File: config.mk
export PLATFORM = sky130hd
export DESIGN_NAME = sram_axi_bridge
export DESIGN_NICKNAME = d
export VERILOG_FILES = /design/src/rtl/sram_axi_bridge.sv
export SDC_FILE = /design/constraint.sdc
export NUM_CORES = 1
export LEC_CHECK = 0
export BUFFER_PORTS_ARGS = -buffer_cell sky130_fd_sc_hd__buf_2
export CORE_AREA = 5 5 120 122
export CTS_CLUSTER_SIZE = 12
export DETAILED_ROUTE_END_ITERATION = 6
export DIE_AREA = 0 0 125 127
export GPL_ROUTABILITY_DRIVEN = 0
export PLACE_DENSITY = 0.69
export SLEW_MARGIN = 20
export SYNTH_ARGS = -nofsm -noshare
export SYNTH_HDL_FRONTEND = slang
export SYNTH_SLANG_ARGS = --single-unit
export TNS_END_PERCENT = 100
File: constraint.sdc
create_clock -name aclk -period 17.7 [get_ports aclk]
set_input_delay 0.885 -clock aclk [delete_from_list [all_inputs] [get_ports aclk]]
set_output_delay 0.885 -clock aclk [all_outputs]
set_load 0.005 [all_outputs]
File: src/rtl/sram_axi_bridge.sv
// sram_axi_bridge: CPU SRAM-style request port to single-beat AXI3 master.
// Only one transaction is outstanding; data_ok pulses one cycle after the final handshake.
module sram_axi_bridge #(
    parameter logic [3:0] RD_ID = 4'd0,
    parameter logic [3:0] WR_ID = 4'd1
) (
    input  logic        aclk,
    input  logic        aresetn,
    input  logic        req_i,
    input  logic        wr_i,
    input  logic [1:0]  size_i,
    input  logic [31:0] addr_i,
    input  logic [31:0] wdata_i,
    output logic        addr_ok_o,
    output logic        data_ok_o,
    output logic [31:0] rdata_o,
    output logic [3:0]  arid_o,
    output logic [31:0] araddr_o,
    output logic [7:0]  arlen_o,
    output logic [2:0]  arsize_o,
    output logic [1:0]  arburst_o,
    output logic [1:0]  arlock_o,
    output logic [3:0]  arcache_o,
    output logic [2:0]  arprot_o,
    output logic        arvalid_o,
    input  logic        arready_i,
    input  logic [3:0]  rid_i,
    input  logic [31:0] rdata_i,
    input  logic [1:0]  rresp_i,
    input  logic        rlast_i,
    input  logic        rvalid_i,
    output logic        rready_o,
    output logic [3:0]  awid_o,
    output logic [31:0] awaddr_o,
    output logic [7:0]  awlen_o,
    output logic [2:0]  awsize_o,
    output logic [1:0]  awburst_o,
    output logic [1:0]  awlock_o,
    output logic [3:0]  awcache_o,
    output logic [2:0]  awprot_o,
    output logic        awvalid_o,
    input  logic        awready_i,
    output logic [3:0]  wid_o,
    output logic [31:0] wdata_o,
    output logic [3:0]  wstrb_o,
    output logic        wlast_o,
    output logic        wvalid_o,
    input  logic        wready_i,
    input  logic [3:0]  bid_i,
    input  logic [1:0]  bresp_i,
    input  logic        bvalid_i,
    output logic        bready_o
);
    typedef enum logic [2:0] {IDLE, RD_ADDR, RD_DATA, WR_REQ, WR_RESP} state_t;
    state_t      state_q, state_d;
    logic        wr_q;
    logic [1:0]  size_q;
    logic [31:0] addr_q, wdata_q, rdata_q, rdata_d;
    logic        aw_done_q, aw_done_d, w_done_q, w_done_d, data_ok_q, data_ok_d;
    logic        aw_set, w_set;
    logic        unused_ok;
    assign unused_ok = ^{rid_i, rresp_i, rlast_i, bid_i, bresp_i};
    assign addr_ok_o = req_i && (state_q == IDLE);
    assign data_ok_o = data_ok_q;
    assign rdata_o   = rdata_q;
    assign arvalid_o = state_q == RD_ADDR;
    assign rready_o  = state_q == RD_DATA;
    assign awvalid_o = (state_q == WR_REQ) && !aw_done_q;
    assign wvalid_o  = (state_q == WR_REQ) && !w_done_q;
    assign bready_o  = state_q == WR_RESP;
    assign aw_set    = aw_done_q || (awvalid_o && awready_i);
    assign w_set     = w_done_q || (wvalid_o && wready_i);
    assign arid_o    = RD_ID;
    assign awid_o    = WR_ID;
    assign wid_o     = WR_ID;
    assign araddr_o  = addr_q;
    assign awaddr_o  = addr_q;
    assign arsize_o  = (size_q == 2'd3) ? 3'd2 : {1'b0, size_q};
    assign awsize_o  = arsize_o;
    assign arlen_o   = 8'd0;
    assign awlen_o   = 8'd0;
    assign arburst_o = 2'b01;
    assign awburst_o = 2'b01;
    assign arlock_o  = 2'b00;
    assign awlock_o  = 2'b00;
    assign arcache_o = 4'd0;
    assign awcache_o = 4'd0;
    assign arprot_o  = 3'd0;
    assign awprot_o  = 3'd0;
    assign wdata_o   = wdata_q;
    assign wlast_o   = 1'b1;
    assign wstrb_o   = (size_q == 2'd0) ? 4'b0001 << addr_q[1:0] :
                       (size_q == 2'd1) ? 4'b0011 << {addr_q[1], 1'b0} : 4'b1111;
    always_comb begin
        state_d   = state_q;
        aw_done_d = aw_done_q;
        w_done_d  = w_done_q;
        data_ok_d = 1'b0;
        rdata_d   = rdata_q;
        case (state_q)
            IDLE:    if (req_i) state_d = wr_i ? WR_REQ : RD_ADDR;
            RD_ADDR: if (arready_i) state_d = RD_DATA;
            RD_DATA: if (rvalid_i) begin
                state_d   = IDLE;
                data_ok_d = 1'b1;
                rdata_d   = wr_q ? rdata_q : rdata_i;
            end
            WR_REQ: begin
                // Address and data handshakes complete independently, in any order.
                aw_done_d = aw_set && !w_set;
                w_done_d  = w_set && !aw_set;
                if (aw_set && w_set) state_d = WR_RESP;
            end
            WR_RESP: if (bvalid_i) begin
                state_d   = IDLE;
                data_ok_d = 1'b1;
            end
            default: state_d = IDLE;
        endcase
    end
    always_ff @(posedge aclk) begin
        if (!aresetn) begin
            state_q   <= IDLE;
            aw_done_q <= 1'b0;
            w_done_q  <= 1'b0;
            data_ok_q <= 1'b0;
            rdata_q   <= 32'd0;
        end else begin
            state_q   <= state_d;
            aw_done_q <= aw_done_d;
            w_done_q  <= w_done_d;
            data_ok_q <= data_ok_d;
            rdata_q   <= rdata_d;
        end
    end
    always_ff @(posedge aclk) begin
        if (addr_ok_o) begin
            wr_q    <= wr_i;
            size_q  <= size_i;
            addr_q  <= addr_i;
            wdata_q <= wdata_i;
        end
    end
endmodule
==> results of run 1 <==
## per-layer routing
| metal | GRT usage, % | part of all wire (%) | up-vias |
|---|---|---|---|
| li1 | - | - | 1468 |
| met1 | 13.24 | 35 | 1429 |
| met2 | 23.88 | 54 | 163 |
| met3 | 4.090 | 8.9 | 13 |
| met4 | 5.357 | 1.6 | 0 |
| met5 | 0 | 0 | - |
## state kept, by name, indices dropped and copies added, names as in the netlist
| name | cells |
|---|---|
| wr_q | 1 |
| state_q | 3 |
| wdata_o | 32 |
| data_ok_o | 1 |
| size_q | 2 |
| aw_done_q | 1 |
| w_done_q | 1 |
| araddr_o | 32 |
| rdata_o | 32 |
## cell usage after synthesis, drive strengths merged (3+ instances only)
master,number,area share [%]
buf,96,17
nand2,71,6.2
edfxtp,67,47
dfxtp,38,18
a21boi,32,5.6
nor2,8,0.70
clkbuf,6,0.53
nor2b,4,0.58
inv,3,0.26
nor3b,3,0.53
## cells by family after synthesis
group	synth area share, %
AOI/OAI and AO/OA	7.564
buffers and inverters	17.52
DFF	64.72
muxes	0.4673
other	0.1753
and+or+nand+nor	9.550
## power by group through the flow
stage / combinational, mW / sequential (mW) / clock (mW)
after global placement: 0.0877 / 0.308 / 0
after global routing: 0.0967 / 0.307 / 0.228
after detailed placement: 0.0894 / 0.310 / 0
after floorplan: 0.0546 / 0.313 / 0
final: 0.0875 / 0.304 / 0.212
after CTS: 0.0896 / 0.304 / 0.219
## final timing paths
check / startpoint / endpoint / slack, ps / cells past startpoint
max: req_i / addr_ok_o / 15070 / 5
min: rdata_o[28]$_SDFFE_PN0P_ / rdata_o[28]$_SDFFE_PN0P_ / 450 / 2
min reg2reg: rdata_o[28]$_SDFFE_PN0P_ / rdata_o[28]$_SDFFE_PN0P_ / 450 / 2
max reg2reg: state_q[1]$_SDFFE_PN0P_ / rdata_o[0]$_SDFFE_PN0P_ / 15650 / 4
## metrics by stage
step	hold slack [ps]	instance area (um^2)	total power, mW	std cells	util, %
after floorplan	451.4	4476	0.3678	405	-
after global placement	438.7	5239	0.3959	731	40.04
after detailed placement	446.9	5239	0.3990	731	40.04
after CTS	457.0	5558	0.6130	747	42.47
after global routing	481.2	5559	0.6314	747	42.48
final	451.3	5559	0.6033	747	42.48
## critical path, delay by kind of cell
kind                   cells  cell delay [ps]
buffers and inverters      3              650
and+or+nand+nor            2              180
## area by class of cell
type,instances,area (um^2)
fill,1259,7526
sequential,105,2773
multi-input combinational,195,967.2
clock buffer,9,225.2
clock inverter,7,93.84
tap,176,220.2
timing repair buffer,252,1269
inverter,3,11.26
==> impl_metrics.ini, run 1 <==
[run_status]
status = complete, no violations

[routing]
first_pass_iters = 6
post-route-drc-count = 0
vias = 3073
wirelength_routed_um = 11000
drtIter0Drc = 169
routedWlPerCell_um = 14.72
antenna_violating_nets_remaining = 0
post_drt_via_cell_ratio = 4.114

[timing]
timing_max_transition_violations_final = 0
final_hold_viol_count = 0
total_of_endpoints_with_negative_setup_slack_in_the_final_report = 0
timing.final.crit_period_ps = 2626
fin_setup_tns_ps = 0
timing.max_slew.rel_slack_pct = 56.85
unrepaired_setup_endpoints_after_global_routing = false
setup_ws_ps = 15070
fin_worst_skew_ps = 8.810
max_slew.worst_pin.slew_ps = 647.3
fmax_mhz = 380.8
final.period_utilization_pct = 14.84

[power_and_ir_drop]
peakVddDrop_uv = 40.51
comb_power_share_pct = 14.5
power.share.switching_pct = 24.65
total_leakage_power_nw = 2.553
seq_power_share_pct = 50.4
p_clk_share_pct = 35.1
cell_internal_pwr_mw = 0.4546
switching_power_mw = 0.1487
powerDensity_nw_per_um2 = 108.5

[clock_tree]
number_of_setup_buffers_added_after_cts = 0
holdBufCountCts = 0
tritoncts = yes
max_h_tree_level = 3
cts_made_buffers = 9
cts-root-buf = sky130_fd_sc_hd__clkbuf_16
max-clock-path-buffers = 2
cts_resized = 0
cts.reportedPaths.clkPinSlew_ps = 70
cts_num_sinks = 105
clock_latency_ps = 350

[worst_setup_path]
setup.worst_path.class = primary input to primary output
crit_chain = buf_2, nand2b_1, nor3_2, buf_4, buf_2
timing.critical_path.mode_cell = sky130_fd_sc_hd__buf_2
worst_ep_arrival_time_ps = 1740
crit_path_max_incr_delay_ps = 380
cp_data_required_time_ps = 16820
setup.worst_path.end_class = primary output
crit_path_start_kind = primary input
crit_path_max_fanout = 27
timing.critical_path.slowest_stage_cell = sky130_fd_sc_hd__buf_4

[logic_synthesis]
synth-edff-count = 67
syn-instance-count = 354
syn-mean-instance-area_um2 = 12.10
register_bit_total_from_synthesis = 105
synthesis.yosys.warnings = 0
synth_ff_type = sky130_fd_sc_hd__edfxtp_1
synthDistinctLibCells = 30
mappedNetlistArea_um2 = 4284
synth-seq-area-share_pct = 64.72
synthArstFlopShare_pct = 0

[floorplanning]
floorplan.die_area_um2 = 15880
rows = 42
horiz_die_dim_um = 125
io_pins = 316
initial_core_util_pct = 32.74
core_region_area_um2 = 13090
die_h_um = 127

[cells_and_area]
drive_gt1_share_pct = 47.29
most_common_cell_after_layout_fill_and_taps_aside = sky130_fd_sc_hd__buf_2
layout_common_cells = sky130_fd_sc_hd__buf_2, sky130_fd_sc_hd__nand2_1, sky130_fd_sc_hd__edfxtp_1
flow.area_growth_from_synthesis_pct = 29.76
fin_nets = 686
antenna_cells_inserted = 0

[global_routing]
grt_antenna_before_repair = 0
global_route.overflow_total = 0
first_pass_grt_wire_length_um = 15860
first_global_vias = 2994
globalRouteTotalUtil_pct = 12.80
maximum_number_of_pins_on_one_net_before_global_route_repair = 44

[placed_design]
detailedPlace.worstSlack_ps = 15060
port-buffer-count = 249
dp_hpwl_um = 8598

[job]
max_cap_violations = 0

[min_path]
holdCritPathClass = flip-flop to flip-flop
Note: power is estimated with default switching activity, not from simulation.
==> run 2, diff against run 1 <==
--- a/config.mk
+++ b/config.mk
@@ -6,12 +6,12 @@
 export NUM_CORES = 1
 export LEC_CHECK = 0
 export BUFFER_PORTS_ARGS = -buffer_cell sky130_fd_sc_hd__buf_2
-export CORE_AREA = 5 5 120 122
+export CORE_AREA = 5 5 121 123
 export CTS_CLUSTER_SIZE = 12
 export DETAILED_ROUTE_END_ITERATION = 6
-export DIE_AREA = 0 0 125 127
+export DIE_AREA = 0 0 126 128
 export GPL_ROUTABILITY_DRIVEN = 0
-export PLACE_DENSITY = 0.69
+export PLACE_DENSITY = 0.71
 export SLEW_MARGIN = 20
 export SYNTH_ARGS = -nofsm -noshare
 export SYNTH_HDL_FRONTEND = slang
==> constraint.sdc (replaced) <==
create_clock -name aclk -period 2.41 [get_ports aclk]
set_input_delay 0.1205 -clock aclk [delete_from_list [all_inputs] [get_ports aclk]]
set_output_delay 0.1205 -clock aclk [all_outputs]
set_load 0.005 [all_outputs]
==> impl_metrics.ini, run 2 (synthesis gave the netlist of run 1 again) <==
[worst_setup_path]
worst_ep_arrival_time_ps = 1790
crit_path_max_fanout = 67
setup.worst_path.end_class = primary output
cp_data_required_time_ps = 2290
setup.worst_path.class = flip-flop to primary output
crit_path_start_kind = flip-flop

[routing]
post-route-drc-count = 0
post_drt_via_cell_ratio = 4.036
wirelength_routed_um = 11580
antenna_violating_nets_remaining = 0
drtIter0Drc = 149
first_pass_iters = 4
vias = 3390
routedWlPerCell_um = 13.78

[clock_tree]
clock_latency_ps = 350
cts_made_buffers = 9
max-clock-path-buffers = 2
cts-root-buf = sky130_fd_sc_hd__clkbuf_16
cts.reportedPaths.clkPinSlew_ps = 70
max_h_tree_level = 3
tritoncts = yes
cts_num_sinks = 105
number_of_setup_buffers_added_after_cts = 0

[power_and_ir_drop]
total_power_mw = 4.387
total_leakage_power_nw = 2.922
powerDensity_nw_per_um2 = 680.3
peakVddDrop_uv = 372.6

[timing]
final_hold_viol_count = 0
fin_worst_skew_ps = 4.956
timing.max_slew.rel_slack_pct = 57.93
total_of_endpoints_with_negative_setup_slack_in_the_final_report = 0
fmax_mhz = 524.5
final.period_utilization_pct = 79.11
timing.final.crit_period_ps = 1906
unrepaired_setup_endpoints_after_global_routing = false
setup_ws_ps = 503.5
timing_max_transition_violations_final = 0
max_slew.worst_pin.slew_ps = 631.0

[global_routing]
grt_antenna_before_repair = 0
global_route.overflow_total = 0
globalRouteTotalUtil_pct = 13.76
maximum_number_of_pins_on_one_net_before_global_route_repair = 68
first_global_vias = 3237
first_pass_grt_wire_length_um = 17170

[cells_and_area]
fill_cells = 1253
drive_gt1_share_pct = 41.21
most_common_cell_after_layout_fill_and_taps_aside = sky130_fd_sc_hd__buf_2
finish.cell_count_without_fillers = 840
fin_nets = 775
finalCoreUtilization_pct = 47.56
flow.area_growth_from_synthesis_pct = 50.53
layout_common_cells = sky130_fd_sc_hd__buf_2, sky130_fd_sc_hd__dlygate4sd3_1, sky130_fd_sc_hd__nand2_1
antenna_cells_inserted = 0

[min_path]
holdCritPathClass = primary input to flip-flop

[floorplanning]
floorplan.die_area_um2 = 16130
die_h_um = 128
core_region_area_um2 = 13560
io_pins = 316
initial_core_util_pct = 31.60
rows = 43
horiz_die_dim_um = 126

[placed_design]
detailedPlace.worstSlack_ps = 490.3
dp_hpwl_um = 7882
port-buffer-count = 249
placed_cells_incl_taps = 737

[run_status]
status = complete, no violations

[job]
max_cap_violations = 0
## run 2: changes by cell type in the layout (fill, tap and decap cells not counted), moves of 2 or more
cell                            before  now
sky130_fd_sc_hd__dlygate4sd3_1       0   87
sky130_fd_sc_hd__inv_6               1    3
sky130_fd_sc_hd__bufinv_16           2    0
sky130_fd_sc_hd__buf_12              0    2
## run 2: area by class of cell
class,instances,area [um^2],area share [%]
multi-input cells,195,979.7,15.19
clock buffers,10,229.0,3.551
flip-flops and latches,105,2773,43.00
repair buffers,341,2180,33.80
clock inverters,6,51.30,0.7955
well taps,180,225.2,3.492
inverters,3,11.26,0.1746
## run 2: per-layer routing
metal  wire (um)  vias to the layer above  part of all wire, %  track usage [%]
li1            -                     1653                    -                -
met1        4064                     1553                   35            14.15
met2        6235                      164                   54            25.60
met3        1050                       20                  9.1            5.083
met4         226                        0                  2.0            4.921
met5           0                        -                    0                0
## run 2: critical path: stages, from the launching register on
cell	delay, ps
sky130_fd_sc_hd__dfxtp_1	410
sky130_fd_sc_hd__nand2b_4	200
sky130_fd_sc_hd__nor3_4	260
sky130_fd_sc_hd__buf_12	320
sky130_fd_sc_hd__buf_2	190
## run 2: per-stage QoR
stage	instance area, um^2	hold slack, ps	setup TNS [ps]
after floorplan	4504	219.4	-20680
after global placement	5298	296.9	0
after detailed placement	5298	298.9	0
after CTS	6449	0.7058	0
after global routing	6449	8.368	0
final	6449	17.65	0
## run 2: power by group
group	internal [mW]	switching, mW
Clock	0.716	0.664
Combinational	0.397	0.379
Sequential	2.14	0.0906
Total	3.25	1.13
## run 2: final timing paths
kind	start	to	slack, ps	cells after the start
worst max register to register	state_q[1]$_SDFFE_PN0P_	rdata_o[0]$_SDFFE_PN0P_	500	5
worst max-delay path	state_q[1]$_SDFFE_PN0P_	addr_ok_o	500	4
worst min-delay path	rdata_i[25]	rdata_o[25]$_SDFFE_PN0P_	20	3
worst min register to register	rdata_o[23]$_SDFFE_PN0P_	rdata_o[23]$_SDFFE_PN0P_	450	2
## run 2: what timing repair did
| action | 4_1_cts | 5_1_grt |
|---|---|---|
| hold buffers | 87 | 0 |
| gates resized for setup | 0 | 0 |
| endpoints found under the hold margin | 87 | 0 |
==> run 3, diff against run 2 <==
--- a/config.mk
+++ b/config.mk
@@ -5,6 +5,7 @@
 export SDC_FILE = /design/constraint.sdc
 export NUM_CORES = 1
 export LEC_CHECK = 0
+export ABC_AREA = 1
 export BUFFER_PORTS_ARGS = -buffer_cell sky130_fd_sc_hd__buf_2
 export CORE_AREA = 5 5 121 123
 export CTS_CLUSTER_SIZE = 12
==> constraint.sdc (replaced) <==
create_clock -name aclk -period 1.7 [get_ports aclk]
set_input_delay 0.085 -clock aclk [delete_from_list [all_inputs] [get_ports aclk]]
set_output_delay 0.085 -clock aclk [all_outputs]
set_load 0.005 [all_outputs]
==> impl_metrics.ini, run 3 <==
[min_path]
holdCritPathClass = primary input to flip-flop

[timing]
final_hold_viol_count = 0
final.period_utilization_pct = 93.14
total_of_endpoints_with_negative_setup_slack_in_the_final_report = 0
timing_max_transition_violations_final = 0
timing.final.crit_period_ps = 1583
setup_ws_ps = 116.6
fmax_mhz = 631.5
unrepaired_setup_endpoints_after_global_routing = false
fin_worst_skew_ps = 4.937

[floorplanning]
rows = 43
horiz_die_dim_um = 126
io_pins = 316
floorplan.die_area_um2 = 16130
core_region_area_um2 = 13560
initial_core_util_pct = 31.60
die_h_um = 128

[placed_design]
port-buffer-count = 249
dp_hpwl_um = 8309
detailedPlace.worstSlack_ps = 265.1

[logic_synthesis]
mappedNetlistArea_um2 = 4284
synthesis.yosys.warnings = 0
synthArstFlopShare_pct = 0
synthDistinctLibCells = 25
register_bit_total_from_synthesis = 105
post_synth_most_frequent_cells = sky130_fd_sc_hd__buf_4, sky130_fd_sc_hd__edfxtp_1, sky130_fd_sc_hd__nor2_1
synthDominantAreaCellType = sky130_fd_sc_hd__edfxtp_1
synth_ff_type = sky130_fd_sc_hd__edfxtp_1
syn-mean-instance-area_um2 = 11.61
synth_top_cell_area_share_pct = 46.96
syn-instance-count = 369
synth-seq-area-share_pct = 64.72
synthTopCellsByArea = sky130_fd_sc_hd__edfxtp_1, sky130_fd_sc_hd__dfxtp_1, sky130_fd_sc_hd__buf_4
synth-edff-count = 67
post-synth-top-count-cell = sky130_fd_sc_hd__buf_4

[clock_tree]
max_h_tree_level = 3
cts_made_buffers = 9
max-clock-path-buffers = 2
number_of_setup_buffers_added_after_cts = 0
tritoncts = yes
clock_latency_ps = 340
cts.reportedPaths.clkPinSlew_ps = 70
cts-root-buf = sky130_fd_sc_hd__clkbuf_16
cts_num_sinks = 105

[routing]
routedWlPerCell_um = 14.97
wl_met1_um = 4794
vias = 3523
post-route-drc-count = 0
wl_met3_um = 1376
top_layer_used = met4
wirelength_routed_um = 13050
wl_met2_um = 6683
post_drt_via_cell_ratio = 4.040
drtIter0Drc = 92
antenna_violating_nets_remaining = 0
first_pass_iters = 4

[global_routing]
first_global_vias = 3572
first_pass_grt_wire_length_um = 19360
global_route.overflow_total = 0
maximum_number_of_pins_on_one_net_before_global_route_repair = 35
globalRouteTotalUtil_pct = 15.31
grt_antenna_before_repair = 0

[worst_setup_path]
crit_path_max_incr_delay_ps = 370
timing.critical_path.slowest_stage_cell = sky130_fd_sc_hd__dfxtp_2
setup.worst_path.end_class = primary output
crit_path_max_fanout = 17
worst_ep_arrival_time_ps = 1500
cp_data_required_time_ps = 1620
setup.worst_path.class = flip-flop to primary output
timing.critical_path.mode_cell = sky130_fd_sc_hd__nor2_4
crit_chain = nor2_4, nand2_2, nor2_4, buf_12, buf_2
crit_path_start_kind = flip-flop

[power_and_ir_drop]
powerDensity_nw_per_um2 = 1165
peakVddDrop_uv = 676.9
total_leakage_power_nw = 3.162

[cells_and_area]
drive_gt1_share_pct = 42.34
finalCoreUtilization_pct = 48.72
fin_nets = 807
most_common_cell_after_layout_fill_and_taps_aside = sky130_fd_sc_hd__buf_2
flow.area_growth_from_synthesis_pct = 54.18
antenna_cells_inserted = 0
layout_common_cells = sky130_fd_sc_hd__buf_2, sky130_fd_sc_hd__dlygate4sd3_1, sky130_fd_sc_hd__edfxtp_1

[run_status]
status = complete, no violations

[job]
max_cap_violations = 0
-- run 3: repair_timing --
item,CTS,global route
gates cloned,1,1
resized for setup,1,0
hold buffers,100,0
endpoints found under the setup margin,2,1
hold endpoints to repair,100,0
-- run 3: kinds of logic (layout without fill, tap and decap cells) --
kind of cell / Yosys count / after routing / share of synthesized area (%)
AOI/OAI and AO/OA: 46 / 46 / 5.374
buffers and inverters: 115 / 387 / 18.84
DFF: 105 / 105 / 64.72
other: 2 / 53 / 0.1753
and+or+nand+nor: 101 / 101 / 10.89
-- run 3: layout make-up --
type	count	area [um^2]
Multi-Input combinational cell	200	913.4
Clock buffer	9	225.2
Fill cell	1212	6953
Clock inverter	7	52.55
Tap cell	180	225.2
Sequential cell	105	2776
Timing Repair Buffer	355	2347
Inverter	16	65.06
-- run 3: report_power, final --
part	total, mW	switching [mW]	internal, mW
combinational	2.09	1.08	1.01
sequential	3.66	0.289	3.37
clock	1.94	0.936	1.01
-- run 3: final timing paths --
kind	startpoint	endpoint	slack, ps	cells past startpoint
max	state_q[1]$_SDFFE_PN0P_	addr_ok_o	120	5
min	rvalid_i	data_ok_o$_SDFF_PN0_	60	3
max reg2reg	state_q[1]$_SDFFE_PN0P_	araddr_o[29]$_DFFE_PP_	170	4
min reg2reg	rdata_o[21]$_SDFFE_PN0P_	rdata_o[21]$_SDFFE_PN0P_	500	2
-- run 3: critical path, delay by kind of cell (launching register included) --
kind / cells / cell delay [ps]
buf+inv: 2 / 320
simple gates: 3 / 460
flops: 1 / 370
-- run 3: per-layer routing --
layer / track usage [%] / up-vias
li1: - / 1714
met1: 16.66 / 1606
met2: 27.01 / 185
met3: 6.625 / 18
met4: 4.795 / 0
met5: 0 / -
-- run 3: through the flow --
| step | cell area, um^2 | std cells | setup TNS [ps] | power (mW) | hold WS, ps |
|---|---|---|---|---|---|
| final | 6605 | 872 | 0 | 7.696 | 60.75 |
| after detailed placement | 5268 | 754 | 0 | 5.480 | 263.1 |
| after global routing | 6605 | 872 | 0 | 8.142 | 52.39 |
| after CTS | 6580 | 871 | 0 | 7.715 | 42.24 |
| after floorplan | 4504 | 420 | -19800 | 4.793 | 183.9 |
| after global placement | 5268 | 754 | 0 | 5.438 | 261.5 |
